`config.mk`:
```
export PLATFORM = sky130hd
export DESIGN_NAME = fft_frame_writer
export DESIGN_NICKNAME = d
export VERILOG_FILES = /design/src/rtl/fft_frame_writer.sv
export SDC_FILE = /design/constraint.sdc
export NUM_CORES = 1
export LEC_CHECK = 0
export ABC_AREA = 0
export CAP_MARGIN = 10
export CORE_UTILIZATION = 60
export DETAILED_ROUTE_END_ITERATION = 16
export DONT_BUFFER_PORTS = 1
export PLACE_DENSITY_LB_ADDON = 0.3
export SYNTH_ARGS = -nofsm -noshare
export SYNTH_HDL_FRONTEND = slang
export SYNTH_SLANG_ARGS = --single-unit
```
`constraint.sdc`:
```
create_clock -name clk -period 1.67 [get_ports clk]
set_input_delay 0 -clock clk [delete_from_list [all_inputs] [get_ports clk]]
set_output_delay 0 -clock clk [all_outputs]
set_load 0.01 [all_outputs]
```
`src/rtl/fft_frame_writer.sv`:
```
// Keeps bins 0..FFT_SIZE/2-1 of each FFT frame, quantises them to pixels and writes them into the
// banked waterfall RAM ring. Define FFT_LOG_SCALE_EN for log2 pixel scaling (default: linear shift).
module fft_frame_writer #(
  parameter int unsigned NO_BANKS       = 2,
  parameter int unsigned RAM_ADDR_WIDTH = 12,
  parameter int unsigned NO_FFTS        = 50,
  parameter int unsigned FFT_SIZE       = 256,
  parameter int unsigned MAG_WIDTH      = 16,
  parameter int unsigned PIX_WIDTH      = 4,
  parameter int unsigned MAG_SHIFT      = 12
) (
  input  logic                          clk,
  input  logic                          rst_n,
  input  logic                          s_valid,
  output logic                          s_ready,
  input  logic [MAG_WIDTH-1:0]          s_data,
  input  logic                          s_last,
  output logic [NO_BANKS-1:0]           wr_bank_select,
  output logic [RAM_ADDR_WIDTH-1:0]     wr_address,
  output logic [PIX_WIDTH-1:0]          wr_data,
  output logic [$clog2(NO_FFTS)-1:0]    oldest_fft_idx,
  output logic                          frame_done,
  output logic                          frame_err
);

  localparam int unsigned IDX_W   = $clog2(NO_FFTS);
  localparam int unsigned BIN_W   = $clog2(FFT_SIZE);
  localparam int unsigned KEEP_W  = $clog2(FFT_SIZE / 2);
  localparam int unsigned PIX_MAX = (2 ** PIX_WIDTH) - 1;

  localparam logic [BIN_W-1:0] BIN_LAST  = BIN_W'(FFT_SIZE - 1);
  localparam logic [BIN_W-1:0] LAST_KEPT = BIN_W'(FFT_SIZE / 2 - 1);
  localparam logic [IDX_W-1:0] IDX_LAST  = IDX_W'(NO_FFTS - 1);

  typedef enum logic [1:0] {ST_IDLE, ST_WRITE, ST_SKIP, ST_COMMIT} state_e;

  state_e                      state_q, state_d;
  logic [BIN_W-1:0]            bin_cnt_q, bin_cnt_d;
  logic [IDX_W-1:0]            wr_idx_q, wr_idx_d;
  logic                        ready_q, ready_d;
  logic [NO_BANKS-1:0]         wr_sel_q, wr_sel_d;
  logic [RAM_ADDR_WIDTH-1:0]   wr_addr_q, wr_addr_d;
  logic [PIX_WIDTH-1:0]        wr_data_q, wr_data_d;
  logic                        done_q, done_d;
  logic                        err_q, err_d;
  logic                        xfer_c;
  logic [PIX_WIDTH-1:0]        pix_c;

  assign xfer_c = s_valid & ready_q;

`ifdef FFT_LOG_SCALE_EN
  localparam int unsigned MSB_W = $clog2(MAG_WIDTH);
  logic [MSB_W-1:0] msb_c;

  // Pixel is the position of the leading one, clamped to the pixel range.
  always_comb begin
    msb_c = '0;
    for (int unsigned i = 0; i < MAG_WIDTH; i++) begin
      if (s_data[i]) msb_c = MSB_W'(i);
    end
    pix_c = (32'(msb_c) > PIX_MAX) ? PIX_WIDTH'(PIX_MAX) : PIX_WIDTH'(msb_c);
  end
`else
  logic [MAG_WIDTH-1:0] mag_shift_c;

  // Linear scaling: drop the low MAG_SHIFT bits, then saturate.
  always_comb begin
    mag_shift_c = s_data >> MAG_SHIFT;
    pix_c = (mag_shift_c > MAG_WIDTH'(PIX_MAX)) ? PIX_WIDTH'(PIX_MAX) : PIX_WIDTH'(mag_shift_c);
  end
`endif

  // Frame sequencing: write kept bins, skip the mirror half, commit or abort on the frame end.
  always_comb begin
    state_d   = state_q;
    bin_cnt_d = bin_cnt_q;
    wr_idx_d  = wr_idx_q;
    wr_sel_d  = '0;
    wr_addr_d = wr_addr_q;
    wr_data_d = wr_data_q;
    done_d    = 1'b0;
    err_d     = 1'b0;
    case (state_q)
      ST_IDLE, ST_WRITE, ST_SKIP: begin
        if (xfer_c) begin
          if (state_q != ST_SKIP) begin
            wr_sel_d  = NO_BANKS'(1) << wr_idx_q[IDX_W-1];
            wr_addr_d = RAM_ADDR_WIDTH'({wr_idx_q[IDX_W-2:0], bin_cnt_q[KEEP_W-1:0]});
            wr_data_d = pix_c;
          end
          if (bin_cnt_q == BIN_LAST) begin
            bin_cnt_d = '0;
            if (s_last) begin
              state_d = ST_COMMIT;
              done_d  = 1'b1;
            end else begin
              state_d = ST_IDLE;
              err_d   = 1'b1;
            end
          end else if (s_last) begin
            bin_cnt_d = '0;
            state_d   = ST_IDLE;
            err_d     = 1'b1;
          end else begin
            bin_cnt_d = bin_cnt_q + BIN_W'(1);
            state_d   = (bin_cnt_q >= LAST_KEPT) ? ST_SKIP : ST_WRITE;
          end
        end
      end
      ST_COMMIT: begin
        wr_idx_d = (wr_idx_q == IDX_LAST) ? '0 : wr_idx_q + IDX_W'(1);
        state_d  = ST_IDLE;
      end
      default: state_d = ST_IDLE;
    endcase
    ready_d = (state_d != ST_COMMIT);
  end

  always_ff @(posedge clk) begin
    if (!rst_n) begin
      state_q   <= ST_IDLE;
      bin_cnt_q <= '0;
      wr_idx_q  <= '0;
      ready_q   <= 1'b0;
      wr_sel_q  <= '0;
      wr_addr_q <= '0;
      wr_data_q <= '0;
      done_q    <= 1'b0;
      err_q     <= 1'b0;
    end else begin
      state_q   <= state_d;
      bin_cnt_q <= bin_cnt_d;
      wr_idx_q  <= wr_idx_d;
      ready_q   <= ready_d;
      wr_sel_q  <= wr_sel_d;
      wr_addr_q <= wr_addr_d;
      wr_data_q <= wr_data_d;
      done_q    <= done_d;
      err_q     <= err_d;
    end
  end

  // The next slot to be written is the one holding the oldest complete frame.
  assign oldest_fft_idx = wr_idx_q;
  assign s_ready        = ready_q;
  assign wr_bank_select = wr_sel_q;
  assign wr_address     = wr_addr_q;
  assign wr_data        = wr_data_q;
  assign frame_done     = done_q;
  assign frame_err      = err_q;

endmodule

```
== After elaboration in Yosys (flattened, before gate mapping) ==
Index checks and enable logic that the tools add are counted.

* Add/subtract/negate cells: 2
* Magnitude comparators: 2
* Equal/unequal tests: 7
* Shift operators: 1
* Multiplexer cells: 13
* Bitwise logic cells: 1
* Reductions and logical operators: 7

{| class="wikitable"
|+ Operator list
! operator !! number
|-
| $mux 8 || 2
|-
| $mux 2 || 5
|-
| $add 8x1->8 const B || 1
|-
| $eq 8x8->1 const B || 1
|-
| $ge 8x7->1 const B || 1
|-
| $reduce_and 4->1 || 2
|-
| $add 6x1->6 const B || 1
|-
| $eq 6x6->1 const B || 1
|-
| $mux 6 || 1
|-
| $reduce_and 3->1 || 2
|-
| $eq 2x2->1 const B || 2
|-
| $gt 4x4->1 const B || 1
|-
| $mux 4 || 1
|-
| $ne 2x2->1 const B || 2
|-
| $pmux 2 s2 || 1
|-
| $mux 1 || 3
|-
| $reduce_or 3->1 || 1
|-
| $eq 2x1->1 const B || 1
|-
| $logic_not 2->1 || 1
|-
| $reduce_and 2->1 || 1
|-
| $shl 1x1->2 const A || 1
|-
| $and 1x1->1 || 1
|}

* Flip-flop bits (word level): 37
* Input bits: 20
* Output and inout bits: 27
* Logic and storage cells: 42

== Logic depth before layout (Yosys ltp) ==
Gate-level depths: netlist of run 1.

* Word-level depth: 7
* Mapped depth: 7
* Mapped depth without buffers: 6

== Worst setup path before layout of run 1 ==
Ideal clock, no wire load.

* Path type: register to register
* From: register bin_cnt_q[0]
* To: register state_q[1]
* Setup time: 120 ps
* Arrival time: 1179 ps
* Data required time: 1550 ps
* Setup slack: 371 ps
* Stages on the path, launching flop included: 6
* Buffers on the path: 0
* Clock period less this slack: 1299 ps
* Cell sequence: dfxtp_1 -> ha_1 -> nand2_1 -> or3_1 -> a31oi_1 -> nor3_1

* Word-level cells in the longest chain between the ends: 6
* Elaborated cells between the ends (all ways): 7
* Classes of those cells: 1 x order compare; 1 x eq/ne; 5 x mux

{| class="wikitable"
|+ RTL lines
! what !! line !! text
|-
| from (decl) || 38 || <nowiki>logic [BIN_W-1:0] bin_cnt_q, bin_cnt_d;</nowiki>
|-
| from (signal assigned) || 132 || <nowiki>bin_cnt_q <= bin_cnt_d;</nowiki>
|-
| $ge 8x7->1 || 106 || <nowiki>state_d = (bin_cnt_q >= LAST_KEPT) ? ST_SKIP : ST_WRITE;</nowiki>
|-
| $mux 2 || 106 ||
|-
| $mux 2 || 100 || <nowiki>end else if (s_last) begin</nowiki>
|-
| $mux 2 (*) || 91 || <nowiki>if (bin_cnt_q == BIN_LAST) begin</nowiki>
|-
| $mux 2 (*) || 85 || <nowiki>if (xfer_c) begin</nowiki>
|-
| $pmux 2 s2 (*) || 83 || <nowiki>case (state_q)</nowiki>
|-
| to (signal assigned) || 131 || <nowiki>state_q <= state_d;</nowiki>
|-
| to (decl) || 37 || <nowiki>state_e state_q, state_d;</nowiki>
|}

Every way passes the cells marked *; elsewhere a longest branch is shown, timed or not.
A chain may end at the register's enable or synchronous reset.

== Worst setup path in the final report of run 1 ==
* From: register bin_cnt_q[0]
* To: register bin_cnt_q[4]

* Word-level cells in the longest chain between the ends: 3
* Elaborated cells between the ends (all ways): 4
* Classes of those cells: 1 x add/sub; 1 x eq/ne; 2 x mux

{| class="wikitable"
|+ RTL lines
! what !! line !! text
|-
| $add 8x1->8 || 105 || <nowiki>bin_cnt_d = bin_cnt_q + BIN_W'(1);</nowiki>
|-
| $mux 8 || 100 ||
|-
| $mux 8 (*) || 91 ||
|}

Marked as above.

==> results.cfg, run 1 <==
[outcome]
status = finished clean

[detailed_routing]
drt-initial-drc-count = 32
drc = 0
drt-total-wl_um = 3200
num_vias = 1226
viasPerCell = 5.65
wire_per_inst_um = 14.7
ant_nets = 0
firstDrtPassIters = 4

[clock_network]
clk-insertion-delay-late_ns = 0.33
cts_tree = yes
path_clk_slew_ns = 0.10
htreeDepth = 2
cts_buffer_depth = 2
cts_setup_buffers = 0
cts_root_buf = clkbuf_4
cts.sink_count = 37
cts_made_buffers = 5

[sta]
hold_violations = 0
holdWs_ns = 0.0280
final.setup.tns_ns = 0
fin_worst_skew_ns = 0.0147
rsz0062_at_grt = false
setup_viol = 0
post-route-min-period_ns = 1.50
worst_pin_slew_ns = 0.844
period_share_pct = 89.8
relSlewSlack_pct = 43.7
fmax_ghz = 0.666
maxSlewViolCount = 0

[run]
cap_viol_max_count = 0

[power_and_ir_drop]
ir_worst_vdd_mv = 0.900
p_leak_nw = 0.618
cellPowerDensity_nw_per_um2 = 878

[yosys]
synth-seq-cells = 37
ys_warn_count = 0
ys.flop_type = dfxtp_1
synth_seq_area_share_pct = 48.0
postSynthNetCount = 199
synth_area_um2 = 1540
yosysUniqueCellTypes = 35
synth_compound_area_share_pct = 13.3
syn_avg_cell_area_um2 = 8.77
synth_simple_gate_area_share_pct = 26.0
synth_fa_ha_area_share_pct = 2.43
synthXorXnorAreaFrac_pct = 6.81
synth-edff-count = 0
synth_top_family_by_area = simple AND/OR/NAND/NOR gates
synthMuxAreaShare_pct = 0
synthCells = 176
async_flop_share_pct = 0

[place]
port-buffer-count = 0
place_congestion = 0.838
dp_hpwl_um = 2140

[layout]
antenna_cells = 0
areaGrowthSynthToFinish_pct = 10.9
fill_cells = 206
finalNetCount = 210
layout-drive-gt1-share_pct = 9.09

[worst_setup_path]
crit_path_max_incr_delay_ns = 0.41
slowest_stage = dfxtp_1
path_common_cell = nor2_1
end_kind = flip-flop
cp_max_fo = 7
cp-start-kind = flip-flop
cp.required_ns = 1.89
crit_type = reg2reg
cp_cell_sequence = ha_1 -> nand3_1 -> nor2_1 -> a2bb2oi_4 -> nor2_1
cp_data_arrival_time_ns = 1.72

[floorplanning]
dieArea_um2 = 2780
core_area_um2 = 2450
die_h_um = 52.7
ios = 47
die_w_um = 52.7
initial_utilization_pct = 62.8
rows = 18

[global_route]
grt_pass1_vias = 1170
grt_max_degree = 26
grt_pass1_wl_um = 5260
antenna_found_initial = 0
grt_use_total_pct = 26.2
grt_overflow_total = 0

[hold_path]
hold_class = in2reg
[cells by family after synthesis]
logic type / Yosys count
AOI/OAI and AO/OA: 27
xor gates and xnor gates: 12
adders and majority gates: 3
buffers and inverters: 10
DFF: 37
and+or+nand+nor: 87
[where the power goes]
part           total [mW]  leakage [nW]  switching (mW)  internal (mW)
clock network       0.471        0.0314           0.272          0.199
registers           0.920         0.300          0.0196          0.900
logic               0.111         0.287          0.0642         0.0466
total                1.50         0.618           0.356           1.15
[metal layers]
layer / global-route usage (%) / part of all wire, % / up-vias
li1: - / - / 617
met1: 31.5 / 45 / 552
met2: 41.4 / 47 / 52
met3: 9.86 / 7.4 / 5
met4: 11.4 / 1.2 / 0
met5: 0 / 0 / -
[registers in the layout, summed over array words and instances (netlist names)]
name and count:
s_ready 1, oldest_fft_idx 6, bin_cnt_q 8, frame_err 1, wr_address 12, wr_bank_select 2, frame_done 1, wr_data 4
state_q 2
[metrics by stage]
stage                     power (mW)  cells  setup WS [ns]  cell area (um^2)  utilization [%]
final                           1.50    217          0.170              1710             69.7
after CTS                       1.51    217          0.137              1700             69.1
after detailed placement        1.02    203          0.150              1570             64.0
after global placement          1.02    203          0.207              1570             64.0
after global routing            1.56    217         0.0394              1710             69.7
after floorplan                 1.01    176          0.371              1540                -
[critical path, delay by kind of cell (launching register included)]
kind	cells	cell delay [ns]
simple gates	3	0.48
fa+ha+maj	1	0.23
flops	1	0.41
compound gates	1	0.27
[layout by cell type, fill, tap and decap left out, types with 2 or more instances in the layout]
cell | Yosys | routed
nand2_1 | 43 | 43
dfxtp_1 | 37 | 37
a21boi_0 | 16 | 16
nor2_1 | 16 | 16
nand3_1 | 6 | 6
xnor2_1 | 6 | 6
xor2_1 | 6 | 6
dlygate4sd3_1 | 0 | 6
nor3_1 | 5 | 5
clkbuf_4 | 0 | 5
buf_4 | 1 | 5
ha_1 | 3 | 3
inv_1 | 2 | 2
and2_1 | 2 | 2
nand2b_1 | 2 | 2
nor4_1 | 2 | 2
o21ai_0 | 2 | 2
or3_1 | 2 | 2
a31oi_1 | 2 | 2
and3_1 | 2 | 2
nand4_1 | 2 | 2
[cell usage after synthesis, types with 2 or more instances]
library cell / instances / area share [%]
clkbuf_2: 3 / 0.97
xor2_1: 6 / 3.4
nor2_1: 16 / 3.9
inv_1: 2 / 0.49
and3_1: 2 / 0.81
nor4_1: 2 / 0.81
nand2b_1: 2 / 0.81
a21boi_0: 16 / 7.8
xnor2_1: 6 / 3.4
and2_1: 2 / 0.81
dfxtp_1: 37 / 48
nand4_1: 2 / 0.81
a31oi_1: 2 / 0.81
o21ai_0: 2 / 0.65
clkbuf_1: 2 / 0.49
ha_1: 3 / 2.4
or3_1: 2 / 0.81
nand2_1: 43 / 10
nor3_1: 5 / 1.6
nand3_1: 6 / 1.9
[path summary, 6_finish.rpt]
| path | start | end | slack [ns] | cells past startpoint |
|---|---|---|---|---|
| setup / recovery | bin_cnt_q[0] | bin_cnt_q[4] | 0.17 | 5 |
| hold / removal | s_last | state_q[1] | 0.03 | 3 |
| setup reg to reg | bin_cnt_q[0] | bin_cnt_q[4] | 0.17 | 5 |
| hold reg to reg | bin_cnt_q[6] | wr_address[6] | 0.51 | 2 |
[what timing repair did]
action                                  CTS  global route
hold buffers                              7             0
gates resized for setup                   0             2
endpoints found under the hold margin    32             0
endpoints found under the setup margin    0             7
[area by class of cell]
cell class / count / area, um^2 / area share, %
clock buffers: 7 / 55.1 / 3.22
inverters: 2 / 7.51 / 0.439
multi-input cells: 129 / 759 / 44.4
flip-flops and latches: 37 / 741 / 43.3
well taps: 30 / 37.5 / 2.19
repair buffers: 12 / 110 / 6.44
Note: power is estimated with default switching activity, not from simulation.
==> run 2: changes to the inputs <==
--- a/config.mk
+++ b/config.mk
@@ -10,6 +10,7 @@
 export CORE_UTILIZATION = 60
 export DETAILED_ROUTE_END_ITERATION = 16
 export DONT_BUFFER_PORTS = 1
+export MAX_ROUTING_LAYER = met4
 export PLACE_DENSITY_LB_ADDON = 0.3
 export SYNTH_ARGS = -nofsm -noshare
 export SYNTH_HDL_FRONTEND = slang
==> results.cfg, run 2 (synthesis results as in run 1) <==
[clock_network]
cts_made_buffers = 5
htreeDepth = 2
clk-insertion-delay-late_ns = 0.33
cts_setup_buffers = 0
path_clk_slew_ns = 0.11
cts_buffer_depth = 2
cts_tree = yes
cts_root_buf = clkbuf_4
cts.sink_count = 37

[sta]
worst_pin_slew_ns = 0.851
setup_viol = 0
rsz0062_at_grt = false
fmax_ghz = 0.654
hold_violations = 0
holdWs_ns = 0.0298
period_share_pct = 91.6
maxSlewViolCount = 0
final.setup.tns_ns = 0
post-route-min-period_ns = 1.53
fin_ws_ns = 0.140
relSlewSlack_pct = 43.3
fin_worst_skew_ns = 0.0128

[worst_setup_path]
end_kind = flip-flop
timing.rr.start = bin_cnt_q[0]
cp_data_arrival_time_ns = 1.76
crit_buf_inv = 0
cp_cell_sequence = ha_1 -> nand3_1 -> nor2_1 -> a2bb2oi_4 -> nor2_1
path_common_cell = nor2_1
slowest_stage = dfxtp_1
crit_path_max_incr_delay_ns = 0.41
r2r_cells = 5
cp.required_ns = 1.90
rrSetupSlack_ns = 0.14
crit_type = reg2reg
cp-start-kind = flip-flop
rr_endpoint = bin_cnt_q[7]
path_delay_family = simple AND/OR/NAND/NOR gates
cp_max_fo = 7

[detailed_routing]
drt-initial-drc-count = 30
drt-total-wl_um = 3210
viasPerCell = 5.61
firstDrtPassIters = 4
drc = 0
wire_per_inst_um = 14.8
num_vias = 1217
ant_nets = 0

[run]
cap_viol_max_count = 0

[floorplanning]
initial_utilization_pct = 62.8
die_h_um = 52.7
rows = 18
dieArea_um2 = 2780
ios = 47
core_area_um2 = 2450
die_w_um = 52.7

[power_and_ir_drop]
power.internal_mw = 1.15
power_frac_comb_pct = 7.4
p_switching_uw = 356
cellPowerDensity_nw_per_um2 = 878
clkPwrFrac_pct = 31.4
p_leak_nw = 0.618
switching_share_pct = 23.7
ir_worst_vdd_mv = 0.899
seqPwrFrac_pct = 61.3

[layout]
areaGrowthSynthToFinish_pct = 10.9
final_common_cell = nand2_1
layout-drive-gt1-share_pct = 9.09
final_cell_mix = 43 x nand2_1, 37 x dfxtp_1, 16 x a21boi_0, 16 x nor2_1
largest_reg_flops = 12
antenna_cells = 0
finalNetCount = 210
fill_cells = 206
final_area_um2 = 1710

[hold_path]
hold_end = state_q[1]
min_from = s_last
hold_depth = 3
hold_class = in2reg

[place]
placed_area_um2 = 1570
dp_hpwl_um = 2140
port-buffer-count = 0
place_congestion = 0.851
place_ws_ns = 0.150

[global_route]
grt_max_degree = 26
grt_use_total_pct = 27.0
grt_overflow_total = 0
grt_pass1_vias = 1172
antenna_found_initial = 0
grt_pass1_wl_um = 5260

[outcome]
status = finished clean
## run 2: per-stage QoR
stage	utilization, %	cells	power, mW
2_1_floorplan	-	176	1.01
3_3_place_gp	64.0	203	1.02
3_5_place_dp	64.0	203	1.02
4_1_cts	69.1	217	1.51
5_1_grt	69.7	217	1.56
6_report	69.7	217	1.50
## run 2: worst max path at each step
stage | from | endpoint | slack, ns | depth (start not counted)
floorplan | bin_cnt_q[0] | state_q[1] | 0.37 | 5
detailed placement | bin_cnt_q[0] | bin_cnt_q[7] | 0.15 | 5
finish | bin_cnt_q[0] | bin_cnt_q[7] | 0.14 | 5
global placement | s_ready | bin_cnt_q[5] | 0.21 | 4
CTS | bin_cnt_q[0] | bin_cnt_q[7] | 0.14 | 5
global route | bin_cnt_q[0] | state_q[1] | 0.04 | 5
## run 2: cell type report
| type | count | area (um^2) | share of cell area, % |
|---|---|---|---|
| multi-input combinational | 129 | 759 | 44.4 |
| tap | 30 | 37.5 | 2.19 |
| inverter | 2 | 7.51 | 0.439 |
| sequential | 37 | 741 | 43.3 |
| timing repair buffer | 12 | 110 | 6.44 |
| clock buffer | 7 | 55.1 | 3.22 |
## run 2: per-layer routing
metal | wire length, um | GRT usage [%] | share of wire (%) | vias up
li1 | - | - | - | 615
met1 | 1450 | 31.9 | 45 | 549
met2 | 1510 | 41.1 | 47 | 48
met3 | 222 | 9.86 | 6.9 | 5
met4 | 39 | 11.4 | 1.2 | 0
met5 | 0 | - | 0 | -
## run 2: power groups by stage
stage	logic [mW]	clock network (mW)	registers (mW)
global route	0.123	0.513	0.923
global placement	0.0807	0	0.938
detailed placement	0.0845	0	0.940
finish	0.111	0.471	0.920
floorplan	0.0722	0	0.938
CTS	0.108	0.480	0.919
## run 2: timing repair
item	CTS	global route
endpoints found under the hold margin	32	0
resized for setup	0	2
hold buffers	7	0
endpoints found under the setup margin	0	7
## run 2: worst register-to-register path, cell delays in order (launching register included)
cell and delay [ns]:
dfxtp_1 0.41, ha_1 0.23, nand3_1 0.09, nor2_1 0.34, a2bb2oi_4 0.27, nor2_1 0.09
